File: src/rtl/core_memory_arbiter_pkg.sv
// Shared types and constants for the core memory arbiter and its timeout counter.
package core_memory_pkg;

    typedef enum logic [1:0] {
        IDLE  = 2'd0,
        FETCH = 2'd1,
        DATA  = 2'd2
    } arb_state_t;

    localparam logic [3:0] FULL_WORD_SELECT = 4'b1111;

    function automatic int timeout_count_width(input int cycles);
        return $clog2(cycles + 1);
    endfunction

endpackage

File: src/rtl/core_memory_arbiter_if.sv
// Pipeline-side and memory-side signals of the arbiter; master is the arbiter's view.
interface core_memory_arbiter_if;

    logic        requestingInstruction;
    logic [31:0] fetchAddress;
    logic [31:0] fetchData;
    logic        fetchError;
    logic        instructionBusy;

    logic        requestingData;
    logic        dataWriteEnable;
    logic [3:0]  dataByteSelect;
    logic [31:0] dataAddress;
    logic [31:0] dataWriteData;
    logic [31:0] dataReadData;
    logic        dataError;
    logic        dataBusy;

    logic        memoryRequest;
    logic [31:0] memoryAddress;
    logic        memoryWriteEnable;
    logic [3:0]  memoryByteSelect;
    logic [31:0] memoryWriteData;
    logic [31:0] memoryReadData;
    logic        memoryAck;

    modport master (
        input  requestingInstruction, fetchAddress,
        input  requestingData, dataWriteEnable, dataByteSelect, dataAddress, dataWriteData,
        input  memoryReadData, memoryAck,
        output fetchData, fetchError, instructionBusy,
        output dataReadData, dataError, dataBusy,
        output memoryRequest, memoryAddress, memoryWriteEnable, memoryByteSelect, memoryWriteData
    );

    modport slave (
        output requestingInstruction, fetchAddress,
        output requestingData, dataWriteEnable, dataByteSelect, dataAddress, dataWriteData,
        output memoryReadData, memoryAck,
        input  fetchData, fetchError, instructionBusy,
        input  dataReadData, dataError, dataBusy,
        input  memoryRequest, memoryAddress, memoryWriteEnable, memoryByteSelect, memoryWriteData
    );

endinterface

File: src/rtl/core_memory_arbiter_timeout_counter.sv
// Counts cycles a transaction waits for ack; expired marks the cycle the wait reaches the limit.
module memory_timeout_counter
    import core_memory_pkg::*;
#(
    parameter int TIMEOUT_CYCLES = 255
) (
    input  logic clk,
    input  logic rst,
    input  logic i_clear,
    input  logic i_run,
    output logic o_expired
);

    localparam int                CNT_W = timeout_count_width(TIMEOUT_CYCLES);
    localparam logic [CNT_W-1:0] LAST  = CNT_W'(TIMEOUT_CYCLES - 1);

    logic [CNT_W-1:0] r_count;

    // The current waiting cycle is the last allowed one when the count already holds limit-1.
    assign o_expired = i_run && (r_count == LAST);

    always_ff @(posedge clk or negedge rst) begin
        if (!rst) begin
            r_count <= '0;
        end else if (i_clear) begin
            r_count <= '0;
        end else if (i_run && !o_expired) begin
            r_count <= r_count + 1'b1;
        end
    end

endmodule

File: src/rtl/core_memory_arbiter.sv
// Serialises fetch and load/store requests onto one request/ack memory port,
// data first, with a timeout so a dead target cannot stall the core.
module core_memory_arbiter
    import core_memory_pkg::*;
#(
    parameter int TIMEOUT_CYCLES = 255
) (
    input  logic                  clk,
    input  logic                  rst,
    core_memory_arbiter_if.master bus
);

    arb_state_t  r_state;
    arb_state_t  w_next_state;
    logic        w_completing;
    logic        w_fetch_done;
    logic        w_data_done;
    logic        w_load_done;
    logic        w_leave_idle;
    logic        w_mem_req;
    logic        w_expired;
    logic [31:0] w_done_word;
    logic        w_unused_addr_bits;

    logic [31:0] r_mem_addr;
    logic        r_mem_we;
    logic [3:0]  r_mem_be;
    logic [31:0] r_mem_wdata;
    logic [31:0] r_fetch_data;
    logic [31:0] r_load_data;

    always_ff @(posedge clk or negedge rst) begin
        if (!rst) begin
            r_state <= IDLE;
        end else begin
            r_state <= w_next_state;
        end
    end

    always_comb begin
        w_next_state = r_state;
        w_completing = 1'b0;
        w_fetch_done = 1'b0;
        w_data_done  = 1'b0;
        case (r_state)
            IDLE: begin
                if (bus.requestingData) begin
                    w_next_state = DATA;
                end else if (bus.requestingInstruction) begin
                    w_next_state = FETCH;
                end
            end
            FETCH: begin
                w_completing = bus.memoryAck || w_expired;
                w_fetch_done = w_completing;
                if (w_completing) w_next_state = IDLE;
            end
            DATA: begin
                w_completing = bus.memoryAck || w_expired;
                w_data_done  = w_completing;
                if (w_completing) w_next_state = IDLE;
            end
            default: w_next_state = IDLE;
        endcase
    end

    assign w_mem_req    = (r_state != IDLE);
    assign w_leave_idle = (r_state == IDLE) && (w_next_state != IDLE);
    assign w_load_done  = w_data_done && !r_mem_we;
    // A timed-out completion returns zero rather than whatever is on the read bus.
    assign w_done_word  = bus.memoryAck ? bus.memoryReadData : 32'h0;
    assign w_unused_addr_bits = ^{bus.fetchAddress[1:0], bus.dataAddress[1:0]};

    memory_timeout_counter #(
        .TIMEOUT_CYCLES(TIMEOUT_CYCLES)
    ) u_timeout (
        .clk      (clk),
        .rst      (rst),
        .i_clear  (w_leave_idle),
        .i_run    (w_mem_req && !bus.memoryAck),
        .o_expired(w_expired)
    );

    always_ff @(posedge clk or negedge rst) begin
        if (!rst) begin
            r_mem_addr   <= '0;
            r_mem_we     <= 1'b0;
            r_mem_be     <= '0;
            r_mem_wdata  <= '0;
            r_fetch_data <= '0;
            r_load_data  <= '0;
        end else begin
            if (w_leave_idle) begin
                if (w_next_state == DATA) begin
                    r_mem_addr  <= {bus.dataAddress[31:2], 2'b00};
                    r_mem_we    <= bus.dataWriteEnable;
                    r_mem_be    <= bus.dataByteSelect;
                    r_mem_wdata <= bus.dataWriteData;
                end else begin
                    r_mem_addr  <= {bus.fetchAddress[31:2], 2'b00};
                    r_mem_we    <= 1'b0;
                    r_mem_be    <= FULL_WORD_SELECT;
                    r_mem_wdata <= '0;
                end
            end
            // Latches update even if the requester withdrew before completion.
            if (w_fetch_done) r_fetch_data <= w_done_word;
            if (w_load_done)  r_load_data  <= w_done_word;
        end
    end

    assign bus.memoryRequest     = w_mem_req;
    assign bus.memoryAddress     = r_mem_addr;
    assign bus.memoryWriteEnable = r_mem_we;
    assign bus.memoryByteSelect  = r_mem_be;
    assign bus.memoryWriteData   = r_mem_wdata;

    assign bus.instructionBusy = bus.requestingInstruction && !w_fetch_done;
    assign bus.dataBusy        = bus.requestingData && !w_data_done;
    assign bus.fetchError      = w_fetch_done && !bus.memoryAck;
    assign bus.dataError       = w_data_done && !bus.memoryAck;
    assign bus.fetchData       = w_fetch_done ? w_done_word : r_fetch_data;
    assign bus.dataReadData    = w_load_done ? w_done_word : r_load_data;

endmodule

File: src/flat_wrapper.sv
// flat-port wrapper written by rule: the top's interface ports become plain ports
module core_memory_arbiter_flat import core_memory_pkg::*;
#(
    parameter int TIMEOUT_CYCLES = 255
)
  (clk, rst, bus_requestingInstruction, bus_fetchAddress, bus_requestingData, bus_dataWriteEnable, bus_dataByteSelect, bus_dataAddress, bus_dataWriteData, bus_memoryReadData, bus_memoryAck, bus_fetchData, bus_fetchError, bus_instructionBusy, bus_dataReadData, bus_dataError, bus_dataBusy, bus_memoryRequest, bus_memoryAddress, bus_memoryWriteEnable, bus_memoryByteSelect, bus_memoryWriteData);
  core_memory_arbiter_if bus_i ();
  input  logic clk;
  input  logic rst;
  input wire logic [$bits(bus_i.requestingInstruction)-1:0] bus_requestingInstruction;
  input wire logic [$bits(bus_i.fetchAddress)-1:0] bus_fetchAddress;
  input wire logic [$bits(bus_i.requestingData)-1:0] bus_requestingData;
  input wire logic [$bits(bus_i.dataWriteEnable)-1:0] bus_dataWriteEnable;
  input wire logic [$bits(bus_i.dataByteSelect)-1:0] bus_dataByteSelect;
  input wire logic [$bits(bus_i.dataAddress)-1:0] bus_dataAddress;
  input wire logic [$bits(bus_i.dataWriteData)-1:0] bus_dataWriteData;
  input wire logic [$bits(bus_i.memoryReadData)-1:0] bus_memoryReadData;
  input wire logic [$bits(bus_i.memoryAck)-1:0] bus_memoryAck;
  output wire logic [$bits(bus_i.fetchData)-1:0] bus_fetchData;
  output wire logic [$bits(bus_i.fetchError)-1:0] bus_fetchError;
  output wire logic [$bits(bus_i.instructionBusy)-1:0] bus_instructionBusy;
  output wire logic [$bits(bus_i.dataReadData)-1:0] bus_dataReadData;
  output wire logic [$bits(bus_i.dataError)-1:0] bus_dataError;
  output wire logic [$bits(bus_i.dataBusy)-1:0] bus_dataBusy;
  output wire logic [$bits(bus_i.memoryRequest)-1:0] bus_memoryRequest;
  output wire logic [$bits(bus_i.memoryAddress)-1:0] bus_memoryAddress;
  output wire logic [$bits(bus_i.memoryWriteEnable)-1:0] bus_memoryWriteEnable;
  output wire logic [$bits(bus_i.memoryByteSelect)-1:0] bus_memoryByteSelect;
  output wire logic [$bits(bus_i.memoryWriteData)-1:0] bus_memoryWriteData;
  assign bus_i.requestingInstruction = bus_requestingInstruction;
  assign bus_i.fetchAddress = bus_fetchAddress;
  assign bus_i.requestingData = bus_requestingData;
  assign bus_i.dataWriteEnable = bus_dataWriteEnable;
  assign bus_i.dataByteSelect = bus_dataByteSelect;
  assign bus_i.dataAddress = bus_dataAddress;
  assign bus_i.dataWriteData = bus_dataWriteData;
  assign bus_i.memoryReadData = bus_memoryReadData;
  assign bus_i.memoryAck = bus_memoryAck;
  assign bus_fetchData = bus_i.fetchData;
  assign bus_fetchError = bus_i.fetchError;
  assign bus_instructionBusy = bus_i.instructionBusy;
  assign bus_dataReadData = bus_i.dataReadData;
  assign bus_dataError = bus_i.dataError;
  assign bus_dataBusy = bus_i.dataBusy;
  assign bus_memoryRequest = bus_i.memoryRequest;
  assign bus_memoryAddress = bus_i.memoryAddress;
  assign bus_memoryWriteEnable = bus_i.memoryWriteEnable;
  assign bus_memoryByteSelect = bus_i.memoryByteSelect;
  assign bus_memoryWriteData = bus_i.memoryWriteData;
  core_memory_arbiter #(.TIMEOUT_CYCLES(TIMEOUT_CYCLES)) u_core (.clk(clk), .rst(rst), .bus(bus_i));
endmodule
File: config.mk
export PLATFORM = sky130hd
export DESIGN_NAME = core_memory_arbiter_flat
export DESIGN_NICKNAME = d
export VERILOG_FILES = /design/src/rtl/core_memory_arbiter_pkg.sv /design/src/rtl/core_memory_arbiter_if.sv /design/src/rtl/core_memory_arbiter_timeout_counter.sv /design/src/rtl/core_memory_arbiter.sv /design/src/flat_wrapper.sv
export SDC_FILE = /design/constraint.sdc
export NUM_CORES = 1
export LEC_CHECK = 0
export BUFFER_PORTS_ARGS = -buffer_cell sky130_fd_sc_hd__buf_4
export CORE_MARGIN = 4
export CORE_UTILIZATION = 49
export CTS_CLUSTER_SIZE = 28
export DETAILED_ROUTE_END_ITERATION = 16
export PLACE_DENSITY = 0.81
export SLEW_MARGIN = 30
export SYNTH_ARGS = -nofsm -noshare
export SYNTH_HDL_FRONTEND = slang
export SYNTH_SLANG_ARGS = --single-unit
File: constraint.sdc
create_clock -name clk -period 2.7 [get_ports clk]
set_input_delay 0.135 -clock clk [delete_from_list [all_inputs] [get_ports clk]]
set_output_delay 0.135 -clock clk [all_outputs]
set_load 0.01 [all_outputs]
==> impl_results.md, run 1 <==
* Status: finished, final reports clean
* Hold Violations, Final at 0
* Power per cell area at roughly 1200 mW/mm²
* Layout cells sized above 1 at 36.4%
* DR iter-0 viols at 619
* Fraction of the mapped netlist area in simple logic gates at between 10% and 20%
* Largest family of logic cells by synthesized area: compound AO/OA/AOI/OAI gates
* CTS tree: yes
* Adder-cell share of the synthesized area at 1.12%
* Compound-Gate Fraction of Synth Area at 18.7%
* Clock sinks at ~140
* Xor-xnor portion of the synthesized cell area at less than 1%
* Starting Density at between 50 and 60%
* Register Area at around 0.0035 mm²
* Syn. warnings at 0
* Area grow syn2layout at 57.9%
* Clk buf depth at 2
* Vias in the first global route at between 6000 and 7000
* DRC at 0
* Final min period at 2.52 ns
* Slew HR at between 60% and 70%
* Fmax at ~0.40 GHz
* Final Worst Setup Slack at between 0.15 and 0.2 ns
* Port Buffers at around 270
* Crit-path cells: inv_1, ha_2, nor3_4, o211a_2, buf_12, mux2i_1, buf_4
* CTS Buf Count at 17
* Worst path max stage delay at approximately 0.45 ns
* Post-Route Utilization at roughly four fifths
* DRT antenna net count at 0
* Most used DFF post-synth: dfrtp_1
* Setup TNS at 0 ns
* R2r endpoint: u_core.bus.memoryAddress[31]
* Mux cell area share after synthesis at under 10%
* Total gr overflow at 0
* Req. time, crit path at ~2.6 ns
* Critical path class: reg -> out
* Largest net degree at the start of global routing at 61
* Skew-Pair Late Insertion Delay at between 0.4 and 0.5 ns
* ANT cells at 0
* Crit end category: output pin
* Via/cell ratio at ~5.6
* Startpoint of the worst register-to-register path: u_core.r_state[0]
* GRT Util Overall at around 30%
* Drt wl/cell at 19.7 µm
* Register-to-register setup slack at roughly 0.27 ns
* Vias at between 6000 and 7000
* Flops & latches, synth at about 140
* CP Buf/Inv Count at 3
* Critical path's slowest cell: dfrtp_2
* Setup WS pre-CTS at between 0.2 and 0.25 ns
* Hold crit path type: in -> reg
* Initial antenna violation count at 0
* Design area at around 0.011 mm²
* Placer Congestion at approximately 0.84
* Pleak at 5.13 nW
* Num ports at approximately 280
* Worst slew pin tran at roughly 0.56 ns
* CP Launch Type: flip-flop
* Max Fanout on Critical Path at 16
* Root Buffer: clkbuf_16
* Worst r2r path cells at 7
* Instance count of the mapped netlist at between 600 and 700
* Die Ht at around 130 µm
* Filler cells at roughly 810
* Htree depth at 4
* Synthesized area per cell at just over 10 µm²
* Drt first pass iters at 7
* Clock-pin transition on the worst setup and hold timing paths at 0.06 ns
* Clock skew at between 0.005 and 0.006 ns
* Sequential fraction of the synthesis area at a little over half
* Worst Hold Launch: bus_memoryReadData[0]
* Core ar. at roughly 0.013 mm²
* EDFF count, synth at 0
* Rows at 42
* VDD IR max at 0.000784 V
* First-pass GRT wire length at between 30000 and 40000 µm
* Post-Syn Area at around 0.0067 mm²
* Ys async rst share at 100%
* Max Cap Viol at 0
* Die width at between 100 and 150 µm
* # setup viols final at 0
* CP delay by family, top: buffers and inverters
* Area of the multi-input gates at between 0.002 and 0.003 mm²
* Tcrit/Tclk final at 93.5%
* RSZ-0062 raised after global routing: no
* Final Max Tran Viols at 0
* WP data arrival at roughly 2.4 ns
* DP HPWL at approximately 14000 µm
* Post-DP Area at a little under 0.009 mm²
* Endpoint, Worst Hold: u_core.r_fetch_data[0]
* WL final at approximately 24000 µm
* Final Power at about 0.012 W
* Die area at ~0.016 mm²
* Count of cell types in the netlist at 43
* Hold depth at 2
* Net count, final at roughly 1200
==> routing by layer <==
| layer | vias up | wire (µm) | global-route usage, % |
|---|---|---|---|
| met5 | - | 0 | 0 |
| met4 | 0 | 1120 | 14.9 |
| met3 | 87 | 1820 | 7.25 |
| met2 | 374 | 11600 | 48.8 |
| met1 | 3217 | 9150 | 36.5 |
| li1 | 2987 | - | - |
==> report_power, final <==
group | internal [W] | total (W) | switching, W | leakage, nW
Sequential | 0.00309 | 0.00358 | 0.000491 | 1.80
Combinational | 0.00283 | 0.00640 | 0.00357 | 3.03
Clock | 0.00155 | 0.00248 | 0.000928 | 0.297
==> cell families (layout without fill, tap and decap cells) <==
kind of cell               Yosys count  count (layout)
buffers and inverters               97             459
xor gates and xnor gates             6               6
muxes                               32              32
DFF                                141             141
adders and majority gates            6               6
and+or+nand+nor                    230             230
other                                1               2
AOI/OAI and AO/OA                  147             147
==> cell usage after synthesis (all sizes together), types with 2 or more instances <==
| master | n | share of area [%] |
|---|---|---|
| a211oi | 2 | 0.22 |
| a21oi | 7 | 0.52 |
| a22o | 32 | 4.2 |
| and2 | 3 | 0.28 |
| buf | 18 | 1.9 |
| clkbuf | 41 | 2.3 |
| dfrtp | 141 | 53 |
| ha | 6 | 1.1 |
| inv | 38 | 2.1 |
| mux2i | 32 | 4.8 |
| nand2 | 159 | 8.9 |
| nand2b | 2 | 0.19 |
| nand3 | 3 | 0.22 |
| nand4 | 2 | 0.41 |
| nor2 | 20 | 1.1 |
| nor2b | 2 | 0.19 |
| nor3 | 2 | 0.15 |
| nor3b | 30 | 3.4 |
| o2111ai | 31 | 4.0 |
| o211a | 2 | 0.30 |
| o211ai | 33 | 5.7 |
| o21ai | 33 | 2.5 |
| or2 | 3 | 0.28 |
| xnor2 | 3 | 0.39 |
| xor2 | 3 | 0.39 |
==> sequential cells by signal (all words and copies together) (netlist names) <==
name	flops
u_core.bus.memoryAddress	30
u_core.bus.memoryWriteEnable	1
u_core.bus.memoryByteSelect	4
u_core.r_fetch_data	32
u_core.bus.memoryWriteData	32
u_core.u_timeout.r_count	8
u_core.r_state	2
u_core.r_load_data	32
==> cells in the final DEF (no fill, tap or decap), types with 2 or more instances in the layout <==
| master | synthesis | layout |
|---|---|---|
| dfrtp_1 | 141 | 139 |
| ha_1 | 6 | 5 |
| inv_1 | 38 | 38 |
| nor2b_1 | 2 | 2 |
| buf_4 | 5 | 286 |
| dlygate4sd3_1 | 0 | 96 |
| o21ai_0 | 26 | 26 |
| o2111ai_1 | 31 | 31 |
| o21ai_1 | 7 | 6 |
| clkinv_4 | 0 | 2 |
| nand2_1 | 159 | 159 |
| o211ai_1 | 6 | 6 |
| a21oi_1 | 7 | 6 |
| clkinv_2 | 0 | 3 |
| xnor2_1 | 3 | 3 |
| mux2i_2 | 0 | 5 |
| bufinv_16 | 0 | 4 |
| nand2b_1 | 2 | 2 |
| clkinvlp_4 | 0 | 3 |
| inv_6 | 0 | 2 |
| buf_12 | 0 | 5 |
| nor2_1 | 20 | 19 |
| clkbuf_16 | 0 | 18 |
| dfrtp_2 | 0 | 2 |
| conb_1 | 1 | 2 |
| nand3_1 | 3 | 2 |
| and2_1 | 3 | 3 |
| or2_2 | 3 | 3 |
| xor2_1 | 3 | 3 |
| a22o_1 | 32 | 32 |
| nor3b_1 | 30 | 30 |
| a211oi_1 | 2 | 2 |
| mux2i_1 | 32 | 27 |
| o211ai_2 | 27 | 27 |
==> what timing repair did <==
item / in CTS / in global routing
setup endpoints to repair: 33 / 18
resized for setup: 6 / 6
hold buffers: 96 / 0
gates cloned: 0 / 1
buffers inserted: 0 / 0
endpoints found under the hold margin: 157 / 0
==> worst max-delay path by stage <==
stage	start	end	depth (start not counted)
5_1_grt	u_core.r_state[0]	bus_dataReadData[29]	7
3_3_place_gp	u_core.r_state[0]	u_core.bus.memoryAddress[31]	7
2_1_floorplan	u_core.r_state[0]	bus_dataReadData[10]	8
6_report	u_core.r_state[0]	bus_dataReadData[0]	7
3_5_place_dp	u_core.r_state[0]	u_core.bus.memoryAddress[31]	7
4_1_cts	u_core.r_state[1]	bus_dataReadData[13]	7
==> area by class of cell <==
type | count | area share [%]
Sequential cell | 141 | 33.3
Timing Repair Buffer | 389 | 30.6
Multi-Input combinational cell | 423 | 26.7
Clock buffer | 18 | 4.05
Tap cell | 176 | 2.08
Clock inverter | 14 | 1.82
Inverter | 38 | 1.35
==> stage by stage <==
stage	std cells	hold WS [ns]
floorplan	661	-0.161
global placement	1070	0.137
detailed placement	1070	0.134
CTS	1198	0.000918
global route	1199	0.00845
finish	1199	0.0185
No activity file was read; power rests on OpenSTA's default activity.
==> inputs of run 2 (changes only) <==
--- a/config.mk
+++ b/config.mk
@@ -5,12 +5,15 @@
 export SDC_FILE = /design/constraint.sdc
 export NUM_CORES = 1
 export LEC_CHECK = 0
+export ABC_AREA = 1
 export BUFFER_PORTS_ARGS = -buffer_cell sky130_fd_sc_hd__buf_4
+export CAP_MARGIN = 20
 export CORE_MARGIN = 4
-export CORE_UTILIZATION = 49
+export CORE_UTILIZATION = 47
 export CTS_CLUSTER_SIZE = 28
 export DETAILED_ROUTE_END_ITERATION = 16
-export PLACE_DENSITY = 0.81
+export PLACE_DENSITY = 0.8
+export SETUP_SLACK_MARGIN = 0.5
 export SLEW_MARGIN = 30
 export SYNTH_ARGS = -nofsm -noshare
 export SYNTH_HDL_FRONTEND = slang
==> run 2 against run 1 <==
Against the previous run:
- flip-flop and latch count unchanged
- combinational power increased by 5.5%
- synthesized cell count increased by 10%
- die area decreased by 3.6%
- synthesized area decreased by 7.8%
- clock skew increased by 0.0025 ns
- critical path depth increased by 6
- power increased by 2.8%
- clock-buffer cell count unchanged
- non-clock buffer count decreased by 25
==> impl_results.md, run 2 <==
* Worst r2r path cells at 12
* CTS tree: yes
* Vias in the first global route at about 6400
* Most frequent cells in the layout: buf_4, nand2_1, dfrtp_1, nand3_1, o21ai_1
* Die Ht at between 100 and 150 µm
* Fraction of the mapped netlist area in simple logic gates at 26.4%
* Clock-pin transition on the worst setup and hold timing paths at around 0.06 ns
* Final Power at 0.0128 W
* Largest net degree at the start of global routing at 76
* Filler cells at between 700 and 800
* R2r endpoint: u_core.bus.memoryAddress[27]
* Vias at 6599
* Power per cell area at approximately 1200 mW/mm²
* Switching Fraction at between 40% and 50%
* DRC at 0
* CP delay by family, top: buffers and inverters
* Status: finished, final reports clean
* Root Buffer: clkbuf_16
* DP HPWL at between 10000 and 15000 µm
* Non-filler instance count after layout at 1252
* Critical path class: reg -> out
* Setup TNS at 0 ns
* # setup viols final at 0
* Placer Congestion at slightly below 0.8
* Final Max Tran Viols at 0
* Num ports at between 200 and 300
* Req. time, crit path at 2.57 ns
* Die width at 123 µm
* Clock skew at ~0.008 ns
* Htree depth at 4
* CTS Buf Count at 17
* Sequential fraction of the synthesis area at roughly 57%
* DR iter-0 viols at between 400 and 500
* Total gr overflow at 0
* Worst slew pin tran at between 0.7 and 0.8 ns
* Drt wl/cell at roughly 19 µm
* Placed insts at between 1000 and 1500
* VDD IR max at between 0.0006 and 0.0007 V
* Drt first pass iters at 5
* Slew HR at roughly 52%
* Adder-cell share of the synthesized area at 1.21%
* Flops & latches, synth at around 140
* Hold_ws at 0.00491 ns
* Register-to-register setup slack at around 0.59 ns
* Most common cell after layout, fill and taps aside: buf_4
* Syn. warnings at 0
* EDFF count, synth at 0
* Sequential fraction of design power at 27.9%
* Int Pwr at 0.00754 W
* First-pass GRT wire length at between 30000 and 40000 µm
* Crit-path cells: inv_1, ha_2, nand2_2, nor2_4, nand3_2, nand2_2, inv_1, nor2_4, inv_6, buf_16, nand2_1, o21ai_0, buf_4
* Cell taking the most area after synthesis: dfrtp_1
* Crit path launch: u_core.u_timeout.r_count[0]
* Tcrit/Tclk final at between 80 and 90%
* RSZ-0062 raised after global routing: yes
* Max Cap Viol at 0
* Clock network fraction of total power at a little under 20%
* Fmax at around 0.42 GHz
* WP data arrival at 2.25 ns
* Xor-xnor portion of the synthesized cell area at 0.708%
* Ys async rst share at 100%
* Instance count of the mapped netlist at a little over 700
* Area grow syn2layout at 67.5%
* Endpoint, Worst Hold: u_core.bus.memoryWriteData[9]
* CP Buf/Inv Count at 5
* Post-synth top cells: nand2_1, dfrtp_1, o21ai_0
* Max Fanout on Critical Path at 8
* Core ar. at ~0.013 mm²
* Mux cell area share after synthesis at 0%
* Largest family of logic cells by synthesized area: simple AND/OR/NAND/NOR gates
* CP Launch Type: flip-flop
* Hold crit path type: in -> reg
* Clock sinks at around 140
* Final min period at about 2.4 ns
* Hold Violations, Final at 0
* Skew-Pair Late Insertion Delay at approximately 0.42 ns
* Post-Syn Area at approximately 0.0062 mm²
* Share of the synthesized area in the top cell type at a little under three fifths
* Starting Density at around half
* Synthesized area per cell at around 8.5 µm²
* Startpoint of the worst register-to-register path: u_core.r_state[1]
* WL final at 23500 µm
* Port Buffers at 269
* Pleak at 5.34 nW
* Worst Hold Launch: bus_dataWriteData[9]
* DRT antenna net count at 0
* Hold depth at 3
* Most used DFF post-synth: dfrtp_1
* Logic pwr share at 52.7%
* Net count, final at 1209
* Compound-Gate Fraction of Synth Area at just under 9%
* Sw power at 0.00526 W
* Crit end category: output pin
* Die area at 0.0151 mm²
* Most numerous cell in the Yosys netlist: nand2_1
* Top cells by area, synth: dfrtp_1, nand2_1, o21ai_0
* Rows at 41
* Clk buf depth at 2
* GRT Util Overall at 27.6%
* Via/cell ratio at between 5 and 6
* Critical path's slowest cell: dfrtp_1
* Count of cell types in the netlist at 26
* Worst path max stage delay at around 0.38 ns
* Initial antenna violation count at 2
* Layout cells sized above 1 at between 30 and 40%
-- run 2: area by class of cell --
cell class                 count  area (µm²)  area share [%]
multi-input combinational    518        2750            26.5
timing repair buffer         364        3140            30.3
antenna                        2        5.00          0.0483
sequential                   141        3530            34.0
tap                          172         215            2.08
inverter                      23         101           0.978
clock inverter                14         191            1.85
clock buffer                  18         429            4.14
-- run 2: worst register-to-register path, delay by kind of cell (launching register included) --
family                     cells  cell delay, ns
AOI/OAI and AO/OA              1            0.15
adders and majority gates      1            0.16
buffers and inverters          4            0.72
DFF                            1            0.40
and+or+nand+nor                6            0.63
-- run 2: cell families (layout without fill, tap and decap cells) --
logic type,after synthesis,after routing
and+or+nand+nor,398,400
other,1,4
buffers and inverters,71,419
adders and majority gates,6,6
AOI/OAI and AO/OA,105,105
DFF,141,141
xor gates and xnor gates,5,5
-- run 2: power groups by stage --
stage / clock network [W] / logic [W] / registers (W)
CTS: 0.00249 / 0.00593 / 0.00346
floorplan: 0 / 0.00284 / 0.00363
global placement: 0 / 0.00522 / 0.00345
detailed placement: 0 / 0.00531 / 0.00347
finish: 0.00248 / 0.00675 / 0.00357
global route: 0.00260 / 0.00727 / 0.00364
-- run 2: through the flow --
stage                     util, %  worst slack [ns]  instance area [µm²]
after floorplan                 -             0.764                 6190
after global placement       64.9             0.339                 8290
after global routing         81.1             0.189                10400
after detailed placement     64.9             0.249                 8290
after CTS                    77.5             0.386                 9900
final                        81.1             0.311                10400
-- run 2: timing repair --
item                       4_1_cts  5_1_grt
cloned                           5        4
resized for setup              124       66
setup buffers                   14       11
pin swaps                        4       10
setup endpoints to repair      100      131
hold endpoints to repair       121        0
hold buffers                    49        0
-- run 2: worst max path at each step --
stage | end | slack (ns) | cells after the start
floorplan | u_core.r_load_data[10] | 0.76 | 10
global placement | u_core.bus.memoryAddress[5] | 0.34 | 11
detailed placement | u_core.bus.memoryAddress[5] | 0.25 | 11
CTS | bus_dataReadData[29] | 0.39 | 13
global route | bus_fetchData[14] | 0.19 | 13
finish | bus_fetchData[14] | 0.31 | 13
-- run 2: metal layers --
layer	up-vias	GRT usage (%)	routed length [µm]
li1	3024	-	-
met1	3128	30.9	8500
met2	381	48.2	11800
met3	66	9.82	2380
met4	0	10.6	769
met5	-	0	0
